`config.mk`:
```
export PLATFORM = sky130hd
export DESIGN_NAME = ps2_host_tx
export DESIGN_NICKNAME = d
export VERILOG_FILES = /design/src/rtl/ps2_host_tx.sv
export SDC_FILE = /design/constraint.sdc
export NUM_CORES = 1
export LEC_CHECK = 0
export ABC_AREA = 1
export BUFFER_PORTS_ARGS = -buffer_cell sky130_fd_sc_hd__buf_2
export CAP_MARGIN = 10
export CORE_MARGIN = 2
export CORE_UTILIZATION = 35
export CTS_CLUSTER_DIAMETER = 30
export CTS_CLUSTER_SIZE = 12
export DETAILED_ROUTE_END_ITERATION = 16
export PLACE_DENSITY = 0.51
export SLEW_MARGIN = 40
export SYNTH_ARGS = -nofsm -noshare
export SYNTH_HDL_FRONTEND = slang
export SYNTH_SLANG_ARGS = --single-unit
```
`constraint.sdc`:
```
create_clock -name clk -period 2.2 [get_ports clk]
set_clock_uncertainty 0.15 [all_clocks]
set_input_delay 0.55 -clock clk [delete_from_list [all_inputs] [get_ports clk]]
set_output_delay 0.55 -clock clk [all_outputs]
set_load 0.02 [all_outputs]
```
`src/rtl/ps2_host_tx.sv`:
```
// ps2_host_tx: host-to-device PS/2 command transmitter.
// Runs the inhibit / request-to-send handshake, shifts one byte plus odd
// parity and stop bit on device clock falling edges, then checks the ack.
module ps2_host_tx #(
   parameter int unsigned INHIBIT_CYCLES = 5000,
   parameter int unsigned TIMEOUT_CYCLES = 750000
) (
   input  logic       clk,
   input  logic       rst_n,
   input  logic [7:0] tx_data,
   input  logic       tx_valid,
   output logic       tx_ready,
   output logic       tx_done,
   output logic       tx_error,
   input  logic       ps2_clk_in,
   input  logic       ps2_data_in,
   output logic       ps2_clk_oe,
   output logic       ps2_data_oe
);

   localparam int unsigned INH_W = (INHIBIT_CYCLES > 1) ? $clog2(INHIBIT_CYCLES) : 1;
   localparam int unsigned TO_W  = $clog2(TIMEOUT_CYCLES + 1);
   localparam logic [INH_W-1:0] INH_LAST = INH_W'(INHIBIT_CYCLES - 1);
   localparam logic [TO_W-1:0]  TO_LIMIT = TO_W'(TIMEOUT_CYCLES);

   typedef enum logic [2:0] {
      S_IDLE    = 3'd0,
      S_INHIBIT = 3'd1,
      S_REQ     = 3'd2,
      S_XFER    = 3'd3,
      S_DONE    = 3'd4
   } state_t;

   state_t           r_state;
   logic [7:0]       r_byte;
   logic             r_parity;
   logic [INH_W-1:0] r_inh_cnt;
   logic [TO_W-1:0]  r_to_cnt;
   logic [3:0]       r_edge_cnt;
   logic             r_tx_ready;
   logic             r_tx_done;
   logic             r_tx_error;
   logic             r_clk_oe;
   logic             r_data_oe;

   logic             r_clk_s1;
   logic             r_clk_s2;
   logic             r_clk_hist;
   logic             r_data_s1;
   logic             r_data_s2;

   logic             w_clk_fe;
   logic [3:0]       w_edge_next;
   logic [2:0]       w_bit_idx;

   assign w_clk_fe    = r_clk_hist & ~r_clk_s2;
   assign w_edge_next = r_edge_cnt + 4'd1;
   assign w_bit_idx   = 3'(r_edge_cnt);

   assign tx_ready    = r_tx_ready;
   assign tx_done     = r_tx_done;
   assign tx_error    = r_tx_error;
   assign ps2_clk_oe  = r_clk_oe;
   assign ps2_data_oe = r_data_oe;

   // Synchronize the PS/2 pins and keep a clock history flop for edge detect
   always_ff @(posedge clk or negedge rst_n) begin
      if (!rst_n) begin
         r_clk_s1   <= 1'b1;
         r_clk_s2   <= 1'b1;
         r_clk_hist <= 1'b1;
         r_data_s1  <= 1'b1;
         r_data_s2  <= 1'b1;
      end else begin
         r_clk_s1   <= ps2_clk_in;
         r_clk_s2   <= r_clk_s1;
         r_clk_hist <= r_clk_s2;
         r_data_s1  <= ps2_data_in;
         r_data_s2  <= r_data_s1;
      end
   end

   // Transfer sequencer with registered bus enables and status outputs
   always_ff @(posedge clk or negedge rst_n) begin
      if (!rst_n) begin
         r_state    <= S_IDLE;
         r_byte     <= 8'h00;
         r_parity   <= 1'b0;
         r_inh_cnt  <= '0;
         r_to_cnt   <= '0;
         r_edge_cnt <= 4'd0;
         r_tx_ready <= 1'b1;
         r_tx_done  <= 1'b0;
         r_tx_error <= 1'b0;
         r_clk_oe   <= 1'b0;
         r_data_oe  <= 1'b0;
      end else begin
         r_tx_done <= 1'b0;
         case (r_state)
            S_IDLE: begin
               if (tx_valid) begin
                  r_byte     <= tx_data;
                  r_parity   <= ~^tx_data;
                  r_inh_cnt  <= '0;
                  r_tx_ready <= 1'b0;
                  r_clk_oe   <= 1'b1;
                  r_data_oe  <= 1'b0;
                  r_state    <= S_INHIBIT;
               end
            end

            S_INHIBIT: begin
               if (r_inh_cnt == INH_LAST) begin
                  r_data_oe <= 1'b1;
                  r_state   <= S_REQ;
               end else begin
                  r_inh_cnt <= r_inh_cnt + INH_W'(1);
               end
            end

            S_REQ: begin
               r_clk_oe   <= 1'b0;
               r_to_cnt   <= '0;
               r_edge_cnt <= 4'd0;
               r_state    <= S_XFER;
            end

            S_XFER: begin
               // A device edge takes priority over a coincident timeout
               if (w_clk_fe) begin
                  r_to_cnt   <= '0;
                  r_edge_cnt <= w_edge_next;
                  case (w_edge_next)
                     4'd9:    r_data_oe <= ~r_parity;
                     4'd10:   r_data_oe <= 1'b0;
                     4'd11: begin
                        r_data_oe  <= 1'b0;
                        r_tx_error <= r_data_s2;
                        r_tx_done  <= 1'b1;
                        r_state    <= S_DONE;
                     end
                     default: r_data_oe <= ~r_byte[w_bit_idx];
                  endcase
               end else if (r_to_cnt == TO_LIMIT) begin
                  r_clk_oe   <= 1'b0;
                  r_data_oe  <= 1'b0;
                  r_tx_error <= 1'b1;
                  r_tx_done  <= 1'b1;
                  r_state    <= S_DONE;
               end else begin
                  r_to_cnt <= r_to_cnt + TO_W'(1);
               end
            end

            S_DONE: begin
               r_clk_oe   <= 1'b0;
               r_data_oe  <= 1'b0;
               r_tx_ready <= 1'b1;
               r_state    <= S_IDLE;
            end

            default: begin
               r_clk_oe   <= 1'b0;
               r_data_oe  <= 1'b0;
               r_tx_ready <= 1'b1;
               r_state    <= S_IDLE;
            end
         endcase
      end
   end

endmodule

```
==> flow_summary.json, run 1 <==
{
  "drive_above_1_share": 0.1214,
  "ys_warn_count": 0,
  "grt.total_usage": 0.1709,
  "fp.dieH_um": 102.3,
  "pin_count": 18,
  "drv_slew": 0,
  "drtIter0Drc": 110,
  "core_mm2": 0.009328,
  "start_util": 0.3624,
  "antenna_cells": 0,
  "finish.utilization": 0.4150,
  "cts_sinks": 59,
  "netlist_area_mm2": 0.003381,
  "gp_congestion": 0.8579,
  "layout.nets": 501,
  "worst_ir_drop_vdd_mv": 0.4792,
  "syn_nets": 470,
  "hold_path_class": "primary input to register",
  "grt_pass1_wl_mm": 13.88,
  "setup_viol_count_final": 0,
  "post_drt_wl_per_cell_um": 13.01,
  "hold_slack_ns": 0.1605,
  "gr-total-overflow": 0,
  "yosysSeqAreaShare": 0.4389,
  "tightest_slew_ns": 0.6362,
  "dp_hpwl_mm": 5.929,
  "drc": 0,
  "antenna_found_initial": 0,
  "syn_inst": 450,
  "fin_crit_sh": 0.8886,
  "die_area_mm2": 0.01046,
  "rows": 35,
  "cp.arrival_ns": 2.05,
  "synth_edf_count": 0,
  "grt_max_degree": 30,
  "synth_top_cell_area_share": 0.3923,
  "post-synth-top-count-cell": "nand2_1",
  "tns_ns": 0,
  "cts_tree": "built",
  "leakage_nw": 1.761,
  "crit_fanout": 22,
  "rsz0062_at_grt": "false",
  "cp-end-kind": "register",
  "cts_root_buffer": "clkbuf_8",
  "power_density_mw_per_mm2": 984.6,
  "startpoint_type": "register",
  "yosysTopAreaCell": "dfrtp_1",
  "dieWidth_um": 102.3,
  "ys_ff_latch": 59,
  "h-tree-depth": 3,
  "syn_to_final_growth_pct": 14.51,
  "dp.cells": 598,
  "finalHoldViolCount": 0,
  "synth_cell_types": 30,
  "cts_buffer_depth": 2,
  "grt_pass1_vias": 2831,
  "syn_avg_cell_area_um2": 7.513,
  "async_reset_ff_frac": 1.000,
  "vias": 2978,
  "path_class": "register to register",
  "synth_flop_cell": "dfrtp_1",
  "post-cts-setup-buffers": 0,
  "status": "completed",
  "maxCapViolCount": 0,
  "io_buffers": 17,
  "critPathRequiredTime_ns": 2.30,
  "clk_latency_ns": 0.33,
  "synthTopCellsByCount": "130 x nand2_1, 53 x dfrtp_1, 49 x nor2_1",
  "firstDrtPassIters": 4,
  "clkTransAtPathRegs_ns": 0.07,
  "stdcell_count": 615,
  "slew_headroom": 0.5726,
  "antenna_left": 0,
  "layout_min_cycle_time_ns": 1.955,
  "num-fill-cells": 984,
  "yosys-top-cells-area": "dfrtp_1 39%, nand2_1 14%, nand3_1 6.5%, nor2_1 5.4%, inv_1 5.1%",
  "vias_per_cell": 4.842,
  "wl_mm": 7.999,
  "cts_buffers": 9,
  "clock.fmax_mhz": 511.5
}
[final timing paths]
check                                        start                  endpoint  slack (ns)  cells after the start
setup reg to reg           r_to_cnt[0]$_DFFE_PN0P_   r_to_cnt[0]$_DFFE_PN0P_        0.25                     12
hold reg to reg                 r_clk_s1$_DFF_PN1_        r_clk_s2$_DFF_PN1_        0.21                      0
min in group asynchronous                    rst_n  r_to_cnt[10]$_DFFE_PN0P_        0.52                      2
setup / recovery           r_to_cnt[0]$_DFFE_PN0P_   r_to_cnt[0]$_DFFE_PN0P_        0.25                     12
hold / removal                          ps2_clk_in        r_clk_s1$_DFF_PN1_        0.16                      1
max in group asynchronous                    rst_n       r_data_s2$_DFF_PN1_        0.77                      3
[through the flow]
step	cell area, um2	power (mW)	setup WS [ns]
6_report	3871	3.812	0.2451
5_1_grt	3871	4.135	0.0003431
4_1_cts	3869	3.852	0.1738
3_5_place_dp	3661	2.819	0.1976
3_3_place_gp	3661	2.809	0.2312
2_1_floorplan	3381	2.473	0.5004
[cell usage in the layout (no fill, tap or decap), types with 2 or more instances in the layout]
master,n
o31ai_1,2
dfstp_2,6
o21ai_1,6
nand2_4,2
ha_1,7
nand3_1,44
xor2_1,11
nor2_4,3
nand2_2,3
nor2_1,49
clkbuf_1,3
o21ai_0,18
nand2_1,130
buf_2,17
buf_4,7
inv_1,46
nor2_2,3
clkbuf_8,11
o22ai_1,6
a21oi_1,14
nor3_1,8
dfrtp_1,53
nand4_1,18
xnor2_1,7
[final cells by class]
cell class              instances  area, um2  area share
multi-input cells             336       1674      0.4325
clock inverters                 2      35.03    0.009050
well taps                     129      161.4     0.04169
clock buffers                  14      162.7     0.04202
inverters                      49      186.4     0.04816
repair buffers                 26      167.7     0.04331
flip-flops and latches         59       1484      0.3833
[critical path, stage by stage (launching register included)]
cell     delay, ns
dfrtp_1       0.39
inv_1         0.16
ha_1          0.17
nand2_1       0.04
nor2_1        0.09
nand2_1       0.07
nor2_2        0.11
nand2_2       0.08
nand2_4       0.09
nand2_4       0.17
inv_4         0.16
nor2_1        0.05
a21oi_1       0.13
[power by group]
part	internal [mW]	switching, mW
clock	0.585	0.419
combinational	0.429	0.926
sequential	1.29	0.163
[cell families (layout without fill, tap and decap cells)]
kind of cell / after synthesis / count (layout) / share of synthesized area
simple gates: 263 / 263 / 0.3464
flops: 59 / 59 / 0.4389
buf+inv: 55 / 91 / 0.06588
compound gates: 48 / 48 / 0.07624
xor+xnor: 18 / 18 / 0.04663
fa+ha+maj: 7 / 7 / 0.02591
[registers in the layout (all words and copies together), names as in the netlist, 3 cells and up]
signal / count
r_byte: 8
r_edge_cnt: 4
r_inh_cnt: 13
r_state: 3
r_to_cnt: 20
[timing repair]
| action | 4_1_cts | 5_1_grt |
|---|---|---|
| endpoints found under the hold margin | 11 | 0 |
| gates resized for setup | 0 | 1 |
| hold buffers | 1 | 0 |
| endpoints found under the setup margin | 0 | 1 |
[per-layer routing]
layer / vias to the layer above / global-route usage / share of wire
met3: 8 / 0.04446 / 0.030
met5: - / 0 / 0
met2: 58 / 0.2753 / 0.47
li1: 1527 / - / -
met4: 0 / 0.05231 / 0.014
met1: 1385 / 0.2263 / 0.48
No activity file was read; power rests on OpenSTA's default activity.
==> run 2, diff against run 1 <==
- CORE_UTILIZATION: 35 -> 24
- PLACE_DENSITY: 0.51 -> 0.38
==> flow_summary.json, run 2 (synthesis gave the netlist of run 1 again) <==
{
  "status": "completed",
  "power_density_mw_per_mm2": 1052,
  "grt_max_degree": 33,
  "cts_tree": "built",
  "fin_crit_sh": 0.9068,
  "fp.dieH_um": 122.7,
  "rows": 43,
  "wl_mm": 9.076,
  "cts_buffers": 9,
  "cp-end-kind": "register",
  "finalHoldViolCount": 0,
  "dieWidth_um": 122.7,
  "cp_num_buf_inv": 2,
  "antenna_cells": 0,
  "drv_slew": 0,
  "worstReg2RegEnd": "r_to_cnt[13]$_DFFE_PN0P_",
  "path_class": "register to register",
  "leakage_nw": 1.832,
  "pin_count": 18,
  "holdPathStages": 1,
  "die_area_mm2": 0.01505,
  "worst_ir_drop_vdd_mv": 0.3991,
  "final_cell_mix": "130 x nand2_1, 53 x dfrtp_1, 49 x nor2_1",
  "cp.arrival_ns": 2.07,
  "firstDrtPassIters": 4,
  "gr-total-overflow": 0,
  "clock.fmax_mhz": 501.3,
  "vias_per_cell": 4.571,
  "cp_cell_sequence": "inv_1 > ha_1 > nand2_1 > nor2_1 > nand2_1 > nor2_2 > nand2_2 > nand2_4 > nand2_4 > buf_4 > a21oi_1 > nor2_1",
  "startpoint_type": "register",
  "largest_register_ffs": 20,
  "slowest_delay_ns": 0.38,
  "cts_sinks": 59,
  "syn_to_final_growth_pct": 20.58,
  "start_util": 0.2445,
  "antenna_found_initial": 0,
  "reg_top3": "r_to_cnt (20), r_inh_cnt (13), r_byte (8)",
  "post_drt_wl_per_cell_um": 13.51,
  "drc": 0,
  "clk_latency_ns": 0.34,
  "drtIter0Drc": 198,
  "layout.nets": 507,
  "cts_root_buffer": "clkbuf_16",
  "crit_fanout": 14,
  "hold_path_class": "primary input to register",
  "post-cts-setup-buffers": 0,
  "critPathLaunch": "r_to_cnt[0]$_DFFE_PN0P_",
  "tns_ns": 0,
  "grt.total_usage": 0.1320,
  "regMostFlops": "r_to_cnt",
  "crit_family": "simple AND/OR/NAND/NOR gates",
  "gp_congestion": 0.8863,
  "layout_min_cycle_time_ns": 1.995,
  "ff2ff_setup_slack_ns": 0.21,
  "io_buffers": 17,
  "min_to": "r_data_s1$_DFF_PN1_",
  "layout_commonest_cell": "nand2_1",
  "hold_buffers": 1,
  "worstReg2RegStart": "r_to_cnt[0]$_DFFE_PN0P_",
  "cts_buffer_depth": 2,
  "core_mm2": 0.01383,
  "setup_viol_count_final": 0,
  "tightest_slew_ns": 0.4075,
  "vias": 3072,
  "rsz0062_at_grt": "false",
  "dp_hpwl_mm": 6.639,
  "r2r_cells": 12,
  "clkTransAtPathRegs_ns": 0.05,
  "cts.repair.resized": 0,
  "maxCapViolCount": 0,
  "drive_above_1_share": 0.1341,
  "antenna_left": 0,
  "grt_pass1_wl_mm": 15.10,
  "grt_pass1_vias": 2995,
  "h-tree-depth": 3,
  "critPathRequiredTime_ns": 2.27,
  "hp-start": "ps2_data_in",
  "finish.utilization": 0.2948,
  "slew_headroom": 0.7283,
  "worst_path_max_delay_cell": "dfrtp_1"
}
run 2: worst max path at each step:
stage                     slack, ns  depth (start not counted)                       end
final                          0.21                         12  r_to_cnt[13]$_DFFE_PN0P_
after global routing           0.03                         12  r_to_cnt[13]$_DFFE_PN0P_
after CTS                      0.19                         12  r_to_cnt[13]$_DFFE_PN0P_
after detailed placement       0.19                         12  r_to_cnt[13]$_DFFE_PN0P_
after global placement         0.24                         12  r_to_cnt[13]$_DFFE_PN0P_
after floorplan                0.50                         12   r_to_cnt[2]$_DFFE_PN0P_
run 2: through the flow:
stage	total power [mW]	area, um2	setup slack, ns	std cells	hold WS (ns)
after global placement	2.899	3770	0.2416	655	0.1956
after CTS	4.354	4076	0.1925	672	0.1450
final	4.289	4076	0.2051	672	0.1652
after floorplan	2.473	3381	0.5004	450	0.1044
after global routing	4.603	4076	0.03165	672	0.1487
after detailed placement	2.893	3770	0.1927	655	0.1987
run 2: layer usage:
layer | GRT usage | wire length (um) | up-vias | part of all wire
met5 | 0 | 0 | - | 0
met4 | 0.06394 | 185 | 0 | 0.020
met3 | 0.03485 | 363 | 16 | 0.040
met2 | 0.2017 | 4224 | 61 | 0.47
met1 | 0.1724 | 4303 | 1457 | 0.47
li1 | - | - | 1538 | -
run 2: report_power, final:
part	leakage, nW	internal [mW]	switching [mW]	total [mW]
sequential	0.778	1.29	0.167	1.46
combinational	0.915	0.454	0.956	1.41
clock	0.139	0.905	0.516	1.42
total	1.83	2.65	1.64	4.29
run 2: worst register-to-register path: cells and delay by family, from the launching register on:
kind                       cells  cell delay [ns]
AOI/OAI and AO/OA              1             0.15
DFF                            1             0.38
buffers and inverters          2             0.36
and+or+nand+nor                8             0.68
adders and majority gates      1             0.17
run 2: cell type report:
class	instances	area [um2]
Clock inverter	4	50.05
Clock buffer	12	246.5
Tap cell	180	225.2
Fill cell	1494	9751
Inverter	49	183.9
Sequential cell	59	1484
Multi-Input combinational cell	336	1674
Timing Repair Buffer	32	212.7
